## src/rtl/decode_pkg.sv

```systemverilog
// Shared definitions for the RV32I decode queue.
// Holds the opcode map, the one-hot instruction-type codes, the canonical
// NOP, the decoded-entry record and the width that the queue stores per entry.
package decode_pkg;

    // Base RV32I opcodes that the decoder recognises
    localparam logic [6:0] R_Type       = 7'b0110011;
    localparam logic [6:0] I_Type_ALU   = 7'b0010011;
    localparam logic [6:0] I_Type_LOAD  = 7'b0000011;
    localparam logic [6:0] I_Type_JALR  = 7'b1100111;
    localparam logic [6:0] S_Type       = 7'b0100011;
    localparam logic [6:0] B_Type       = 7'b1100011;
    localparam logic [6:0] U_Type_LUI   = 7'b0110111;
    localparam logic [6:0] U_Type_AUIPC = 7'b0010111;
    localparam logic [6:0] J_Type       = 7'b1101111;
    localparam logic [6:0] I_Type_ECALL = 7'b1110011;

    // One-hot instruction type; all-zero means unrecognised
    localparam logic [6:0] TYP_R    = 7'b0000001;
    localparam logic [6:0] TYP_I    = 7'b0000010;
    localparam logic [6:0] TYP_S    = 7'b0000100;
    localparam logic [6:0] TYP_B    = 7'b0001000;
    localparam logic [6:0] TYP_U    = 7'b0010000;
    localparam logic [6:0] TYP_J    = 7'b0100000;
    localparam logic [6:0] TYP_NONE = 7'b0000000;

    localparam logic [31:0] NOOP = 32'h00000013;

    typedef struct packed {
        logic [4:0]  rd;
        logic [4:0]  rs1;
        logic [4:0]  rs2;
        logic [2:0]  fun3;
        logic [6:0]  fun7;
        logic [31:0] imm;
        logic [6:0]  inst_typ;
        logic [6:0]  opcode;
        logic        illegal;
    } dec_t;

    localparam int DEC_W = $bits(dec_t);

    // funct7 values permitted for R-type and the immediate shifts
    function automatic logic f7_ok(input logic [6:0] f7);
        return (f7 == 7'b0000000) || (f7 == 7'b0100000);
    endfunction

endpackage

```

## src/rtl/decode_comb.sv

```systemverilog
// Purely combinational RV32I field extractor.
// Ports:
//   instr_i  in   32     raw instruction
//   dec_o    out  DEC_W  packed dec_t: fields, immediate, one-hot type, opcode, illegal
module decode_comb
    import decode_pkg::*;
(
    input  logic [31:0]      instr_i,
    output logic [DEC_W-1:0] dec_o
);

    dec_t dec_s;

    // Extract fields per opcode class, then classify illegal encodings
    always_comb begin
        dec_s = '0;
        case (instr_i[6:0])
            R_Type: begin
                dec_s.rd       = instr_i[11:7];
                dec_s.fun3     = instr_i[14:12];
                dec_s.rs1      = instr_i[19:15];
                dec_s.rs2      = instr_i[24:20];
                dec_s.fun7     = instr_i[31:25];
                dec_s.inst_typ = TYP_R;
            end
            I_Type_ALU, I_Type_LOAD, I_Type_JALR, I_Type_ECALL: begin
                dec_s.rd       = instr_i[11:7];
                dec_s.fun3     = instr_i[14:12];
                dec_s.rs1      = instr_i[19:15];
                dec_s.fun7     = instr_i[31:25];
                dec_s.imm      = {{20{instr_i[31]}}, instr_i[31:20]};
                dec_s.inst_typ = TYP_I;
            end
            S_Type: begin
                dec_s.fun3     = instr_i[14:12];
                dec_s.rs1      = instr_i[19:15];
                dec_s.rs2      = instr_i[24:20];
                dec_s.imm      = {{20{instr_i[31]}}, instr_i[31:25], instr_i[11:7]};
                dec_s.inst_typ = TYP_S;
            end
            B_Type: begin
                dec_s.fun3     = instr_i[14:12];
                dec_s.rs1      = instr_i[19:15];
                dec_s.rs2      = instr_i[24:20];
                dec_s.imm      = {{20{instr_i[31]}}, instr_i[7], instr_i[30:25],
                                  instr_i[11:8], 1'b0};
                dec_s.inst_typ = TYP_B;
            end
            U_Type_LUI, U_Type_AUIPC: begin
                dec_s.rd       = instr_i[11:7];
                dec_s.imm      = {instr_i[31:12], 12'b0};
                dec_s.inst_typ = TYP_U;
            end
            J_Type: begin
                dec_s.rd       = instr_i[11:7];
                dec_s.imm      = {{12{instr_i[31]}}, instr_i[19:12], instr_i[20],
                                  instr_i[30:21], 1'b0};
                dec_s.inst_typ = TYP_J;
            end
            default: begin
                dec_s = '0;
            end
        endcase
        if (dec_s.inst_typ != TYP_NONE) begin
            dec_s.opcode = instr_i[6:0];
        end else begin
            dec_s.opcode = 7'b0000000;
        end
        // Immediate shifts (funct3 001/101 under OP-IMM) constrain funct7 like R-type
        dec_s.illegal = (instr_i[1:0] != 2'b11)
                      | (dec_s.inst_typ == TYP_NONE)
                      | ((dec_s.inst_typ == TYP_R) & ~f7_ok(dec_s.fun7))
                      | ((instr_i[6:0] == I_Type_ALU) & (instr_i[13:12] == 2'b01)
                         & ~f7_ok(dec_s.fun7));
    end

    assign dec_o = dec_s;

endmodule

```

## src/rtl/decode_queue.sv

```systemverilog
// Registered RV32I decode stage with a DEPTH-entry FIFO of decoded instructions.
// Ports:
//   i_clk, i_rst (sync, active-high), i_en (global stall), i_flush (drop all)
//   i_valid/o_ready/instruction/i_pc   : fetch side
//   o_valid/i_ready + head fields      : backend side (all zero when empty)
//   count_o                            : occupied entries
module decode_queue
    import decode_pkg::*;
#(
    parameter int N_param = 32,
    parameter int PC_W    = 32,
    parameter int DEPTH   = 2
) (
    input  logic                     i_clk,
    input  logic                     i_rst,
    input  logic                     i_en,
    input  logic                     i_flush,
    input  logic                     i_valid,
    output logic                     o_ready,
    input  logic [N_param-1:0]       instruction,
    input  logic [PC_W-1:0]          i_pc,
    output logic                     o_valid,
    input  logic                     i_ready,
    output logic [4:0]               rd_o,
    output logic [4:0]               rs1_o,
    output logic [4:0]               rs2_o,
    output logic [2:0]               fun3_o,
    output logic [6:0]               fun7_o,
    output logic [31:0]              imm_o,
    output logic [6:0]               INST_typ_o,
    output logic [6:0]               opcode_o,
    output logic [PC_W-1:0]          pc_o,
    output logic                     illegal_o,
    output logic [$clog2(DEPTH):0]   count_o
);

    localparam int PTR_W = $clog2(DEPTH);
    localparam int CNT_W = PTR_W + 1;
    localparam int ENT_W = DEC_W + PC_W;

    logic [DEC_W-1:0] dec_s;
    logic [ENT_W-1:0] mem_q [DEPTH];
    logic [PTR_W-1:0] rd_ptr_q, rd_ptr_d, wr_ptr_q, wr_ptr_d;
    logic [CNT_W-1:0] count_q, count_d;
    logic             push_s, pop_s;
    dec_t             head_s;
    logic [PC_W-1:0]  head_pc_s;

    decode_comb u_decode_comb (
        .instr_i (instruction[31:0]),
        .dec_o   (dec_s)
    );

    assign o_ready = (count_q < CNT_W'(DEPTH));
    assign o_valid = (count_q != '0);
    assign count_o = count_q;
    assign push_s  = i_en & i_valid & o_ready & ~i_flush;
    assign pop_s   = i_en & o_valid & i_ready & ~i_flush;

    // Next-state for pointers and occupancy; stall holds, flush clears
    always_comb begin
        rd_ptr_d = rd_ptr_q;
        wr_ptr_d = wr_ptr_q;
        count_d  = count_q;
        if (i_en & i_flush) begin
            rd_ptr_d = '0;
            wr_ptr_d = '0;
            count_d  = '0;
        end else begin
            if (push_s) begin
                wr_ptr_d = wr_ptr_q + 1'b1;
            end else begin
                wr_ptr_d = wr_ptr_q;
            end
            if (pop_s) begin
                rd_ptr_d = rd_ptr_q + 1'b1;
            end else begin
                rd_ptr_d = rd_ptr_q;
            end
            case ({push_s, pop_s})
                2'b10:   count_d = count_q + 1'b1;
                2'b01:   count_d = count_q - 1'b1;
                default: count_d = count_q;
            endcase
        end
    end

    // Control registers with synchronous reset
    always_ff @(posedge i_clk) begin
        if (i_rst) begin
            rd_ptr_q <= '0;
            wr_ptr_q <= '0;
            count_q  <= '0;
        end else begin
            rd_ptr_q <= rd_ptr_d;
            wr_ptr_q <= wr_ptr_d;
            count_q  <= count_d;
        end
    end

    // Entry storage; no reset needed because outputs are masked by o_valid
    always_ff @(posedge i_clk) begin
        if (push_s & ~i_rst) begin
            mem_q[wr_ptr_q] <= {dec_s, i_pc};
        end
    end

    assign head_s    = dec_t'(mem_q[rd_ptr_q][ENT_W-1:PC_W]);
    assign head_pc_s = mem_q[rd_ptr_q][PC_W-1:0];

    // Head outputs forced to zero while the queue is empty
    always_comb begin
        rd_o       = 5'd0;
        rs1_o      = 5'd0;
        rs2_o      = 5'd0;
        fun3_o     = 3'd0;
        fun7_o     = 7'd0;
        imm_o      = 32'd0;
        INST_typ_o = 7'd0;
        opcode_o   = 7'd0;
        pc_o       = '0;
        illegal_o  = 1'b0;
        if (o_valid) begin
            rd_o       = head_s.rd;
            rs1_o      = head_s.rs1;
            rs2_o      = head_s.rs2;
            fun3_o     = head_s.fun3;
            fun7_o     = head_s.fun7;
            imm_o      = head_s.imm;
            INST_typ_o = head_s.inst_typ;
            opcode_o   = head_s.opcode;
            pc_o       = head_pc_s;
            illegal_o  = head_s.illegal;
        end else begin
            illegal_o  = 1'b0;
        end
    end

endmodule

```

## config.mk

```make
export PLATFORM = sky130hd
export DESIGN_NAME = decode_queue
export DESIGN_NICKNAME = d
export VERILOG_FILES = /design/src/rtl/decode_pkg.sv /design/src/rtl/decode_comb.sv /design/src/rtl/decode_queue.sv
export SDC_FILE = /design/constraint.sdc
export NUM_CORES = 1
export LEC_CHECK = 0
export ABC_CLOCK_PERIOD_IN_PS = 12700
export CAP_MARGIN = 40
export CORE_MARGIN = 2
export CORE_UTILIZATION = 25
export CTS_CLUSTER_SIZE = 16
export DETAILED_ROUTE_END_ITERATION = 16
export DONT_BUFFER_PORTS = 1
export PLACE_DENSITY = 0.41
export SYNTH_ARGS = -nofsm -noshare
export SYNTH_HDL_FRONTEND = slang
export SYNTH_HIERARCHICAL = 1
export SYNTH_SLANG_ARGS = --single-unit
export TNS_END_PERCENT = 10
```

## constraint.sdc

```tcl
create_clock -name i_clk -period 12.7 [get_ports i_clk]
set_clock_uncertainty 0.2 [all_clocks]
set_input_delay 1.27 -clock i_clk [delete_from_list [all_inputs] [get_ports i_clk]]
set_output_delay 1.27 -clock i_clk [all_outputs]
set_load 0.005 [all_outputs]
```

==> key figures <==
Die
  • Initial Util: 0.254
  • Core area: 35600 sq um
  • Boundary Pins: 178
  • Die span in y: 194 microns
  • Row count: 69
  • Die area: 37700 sq um
  • DIE WIDTH: 194 microns

Clock tree
  • Sink Count: 213
  • Post-CTS sizing: 0
  • CTS root buffer: clkbuf_16
  • Number of buffers created by CTS: 25
  • Post-CTS Setup Repair Bufs: 0
  • CTS tree: yes
  • CTS Hold Bufs: 0
  • CTS H-tree depth: 1
  • Clk Latency, worst-skew pair: 0.52 ns
  • Clk slew on worst S/H paths: 0.05 ns
  • CTS Buffer Depth: 3

Worst hold path
  • Class of the worst hold path: reg -> reg
  • Hold Path Sink: wr_ptr_q
  • Min-delay src: wr_ptr_q
  • WHS Path Cells: 2

GRT
  • Initial antenna violation count: 0
  • GR Util All Layers: 0.115
  • Vias in the first global route: 5058
  • Overflow left after global routing: 0
  • Largest net degree at the start of global routing: 59
  • First-pass GRT wire length: 33000 microns

Final layout
  • Non-Filler Instances: 1092
  • Synth-to-Final Area Change: 14.5%
  • Final nets: 683
  • Share of layout cells above drive strength 1: 0.108
  • Ant diodes: 0

Placed design
  • Routability Congestion: 0.743
  • Dpl hpwl: 15300 microns
  • Placed instance count: 1046
  • Port bufs: 0

Route
  • Routed Antenna Nets: 0
  • Post-Route WL: 22400 microns
  • Vias per cell: 4.49
  • Routed length per instance: 20.5 microns
  • DRT Pass-1 Iters: 5
  • DRT iter0 DRCs: 223
  • Via count: 4905
  • Residual DRC: 0

Synth
  • Post-synthesis sequential area ratio: 0.702
  • Number of synthesized register bits: 213
  • Post-Syn Instances: 608
  • Post-synth EDFFs: 208
  • Adder-cell share of the synthesized area: 0.00138
  • XOR/XNOR Fraction of Synth Area: 0.00388
  • Syn_nets: 679
  • Main combinational cell family by area after synthesis: multiplexers
  • Synth area leaders: edfxtp_1 69%, mux2i_1 12%, nor2_1 4.8%
  • Top-count cell post-synth: edfxtp_1
  • Mux cell area share after synthesis: 0.117
  • Post-Synth Simple-Gate Area: 0.0989
  • Ys async rst share: 0
  • Compound-cell area share of the yosys netlist: 0.0503
  • Yosys top cell area share: 0.691
  • List of most frequent post-synthesis cells: 208 x edfxtp_1, 115 x nor2_1, 106 x mux2i_1, 31 x and2_1, 20 x a21o_1
  • Yosys top cell by area: edfxtp_1
  • Post-Synthesis Cell Area: 9040 sq um
  • Netlist cell types: 50
  • Synthesis Warnings: 6
  • Synth Flop Type: edfxtp_1
  • Syn_area_per_cell: 14.9 sq um

Timing
  • Final Max Tran Viols: 0
  • Slew @ Worst Pin: 0.845 ns
  • Final Cycle Share: 0.299
  • Final setup fails: 0
  • Final Hold Fails: 0
  • RSZ-0062 raised after global routing: no
  • Final min period: 3.79 ns
  • Fmax: 264 MHz
  • Fin Setup TNS: 0 ns
  • Relative slew slack: 0.437

Setup path
  • Req. time, crit path: 11.23 ns
  • Crit end category: output pin
  • Crit-path max FO: 51
  • CP startpoint kind: flop
  • Worst R2R Start: count_o[1]
  • Setup CP Type: reg -> out
  • Reg2reg end: mem_q[1][44]
  • Worst reg-to-reg path cell count: 3
  • R2R setup slack: 10.38 ns
  • Worst EP arrival: 2.32 ns

Run status
  • Outcome: finished, final reports clean

Power and ir drop
  • Leak pwr: 3.43 nW
  • VDD IR max: 0.0000951 V
  • Power per cell area: 146 nW/um^2

Flow run
  • Max Cap Viol: 0
sequential cells by signal, indices dropped and copies added (netlist names), named ones only:
signal,count
wr_ptr_q,1
rd_ptr_q,1
mem_q,208
count_o,2
where the power goes:
| part | internal, W | switching [W] |
|---|---|---|
| Clock | 0.000402 | 0.000278 |
| Combinational | 0.0000165 | 0.0000349 |
| Sequential | 0.000777 | 0.00000277 |
kinds of logic (layout without fill, tap and decap cells):
| group | after synthesis | in the layout |
|---|---|---|
| adders and majority gates | 1 | 1 |
| and+or+nand+nor | 187 | 187 |
| muxes | 106 | 106 |
| DFF | 213 | 213 |
| AOI/OAI and AO/OA | 57 | 57 |
| xor gates and xnor gates | 4 | 4 |
| buffers and inverters | 39 | 62 |
| other | 1 | 1 |
per-layer routing:
| metal | GRT usage | wire length, microns | vias to the layer above |
|---|---|---|---|
| met5 | 0 | 0 | - |
| met4 | 0.0309 | 586 | 0 |
| met3 | 0.0423 | 1920 | 36 |
| met2 | 0.179 | 10100 | 185 |
| met1 | 0.149 | 9730 | 2430 |
| li1 | - | - | 2254 |
worst max path at each step:
stage | slack (ns) | endpoint | from
after floorplan | 2.65 | mem_q[1][0] | i_flush
after global placement | 8.83 | rd_o[2] | flop
after detailed placement | 9.39 | rd_o[2] | flop
after CTS | 8.81 | rd_o[2] | flop
after global routing | 8.77 | rd_o[2] | flop
final | 8.91 | rd_o[2] | flop
through the flow:
| step | hold WS, ns | utilization | total power [W] | worst slack [ns] | cell area (sq um) |
|---|---|---|---|---|---|
| after floorplan | 0.294 | - | 0.000836 | 2.65 | 9040 |
| after global placement | 0.336 | 0.266 | 0.000845 | 8.83 | 9480 |
| after detailed placement | 0.350 | 0.269 | 0.000847 | 9.39 | 9550 |
| after CTS | 0.370 | 0.291 | 0.00154 | 8.81 | 10300 |
| after global routing | 0.432 | 0.291 | 0.00157 | 8.77 | 10300 |
| final | 0.366 | 0.291 | 0.00151 | 8.91 | 10300 |
final cells by class:
class / count / area, sq um
timing repair buffer: 10 / 128
tap: 461 / 577
sequential: 213 / 6350
clock buffer: 33 / 686
fill: 3582 / 25200
clock inverter: 13 / 110
inverter: 6 / 22.5
multi-input combinational: 356 / 2470
worst max-delay path, stage by stage (launching register included):
cell,delay [ns]
dfxtp_4,0.49
buf_16,0.31
buf_4,0.21
buf_16,0.30
mux2i_1,0.34
nor2_1,0.10
placed cells by master, fill, tap and decap left out, types with 5 or more instances in the layout:
master	count
and3_1	7
a21o_1	20
buf_4	7
edfxtp_1	208
nor2_1	115
a22o_1	7
a21oi_1	7
a21oi_2	5
mux2i_1	106
and2_1	31
clkbuf_1	5
clkbuf_16	25
nand2_1	7
Power figures use the tool's default switching activity.
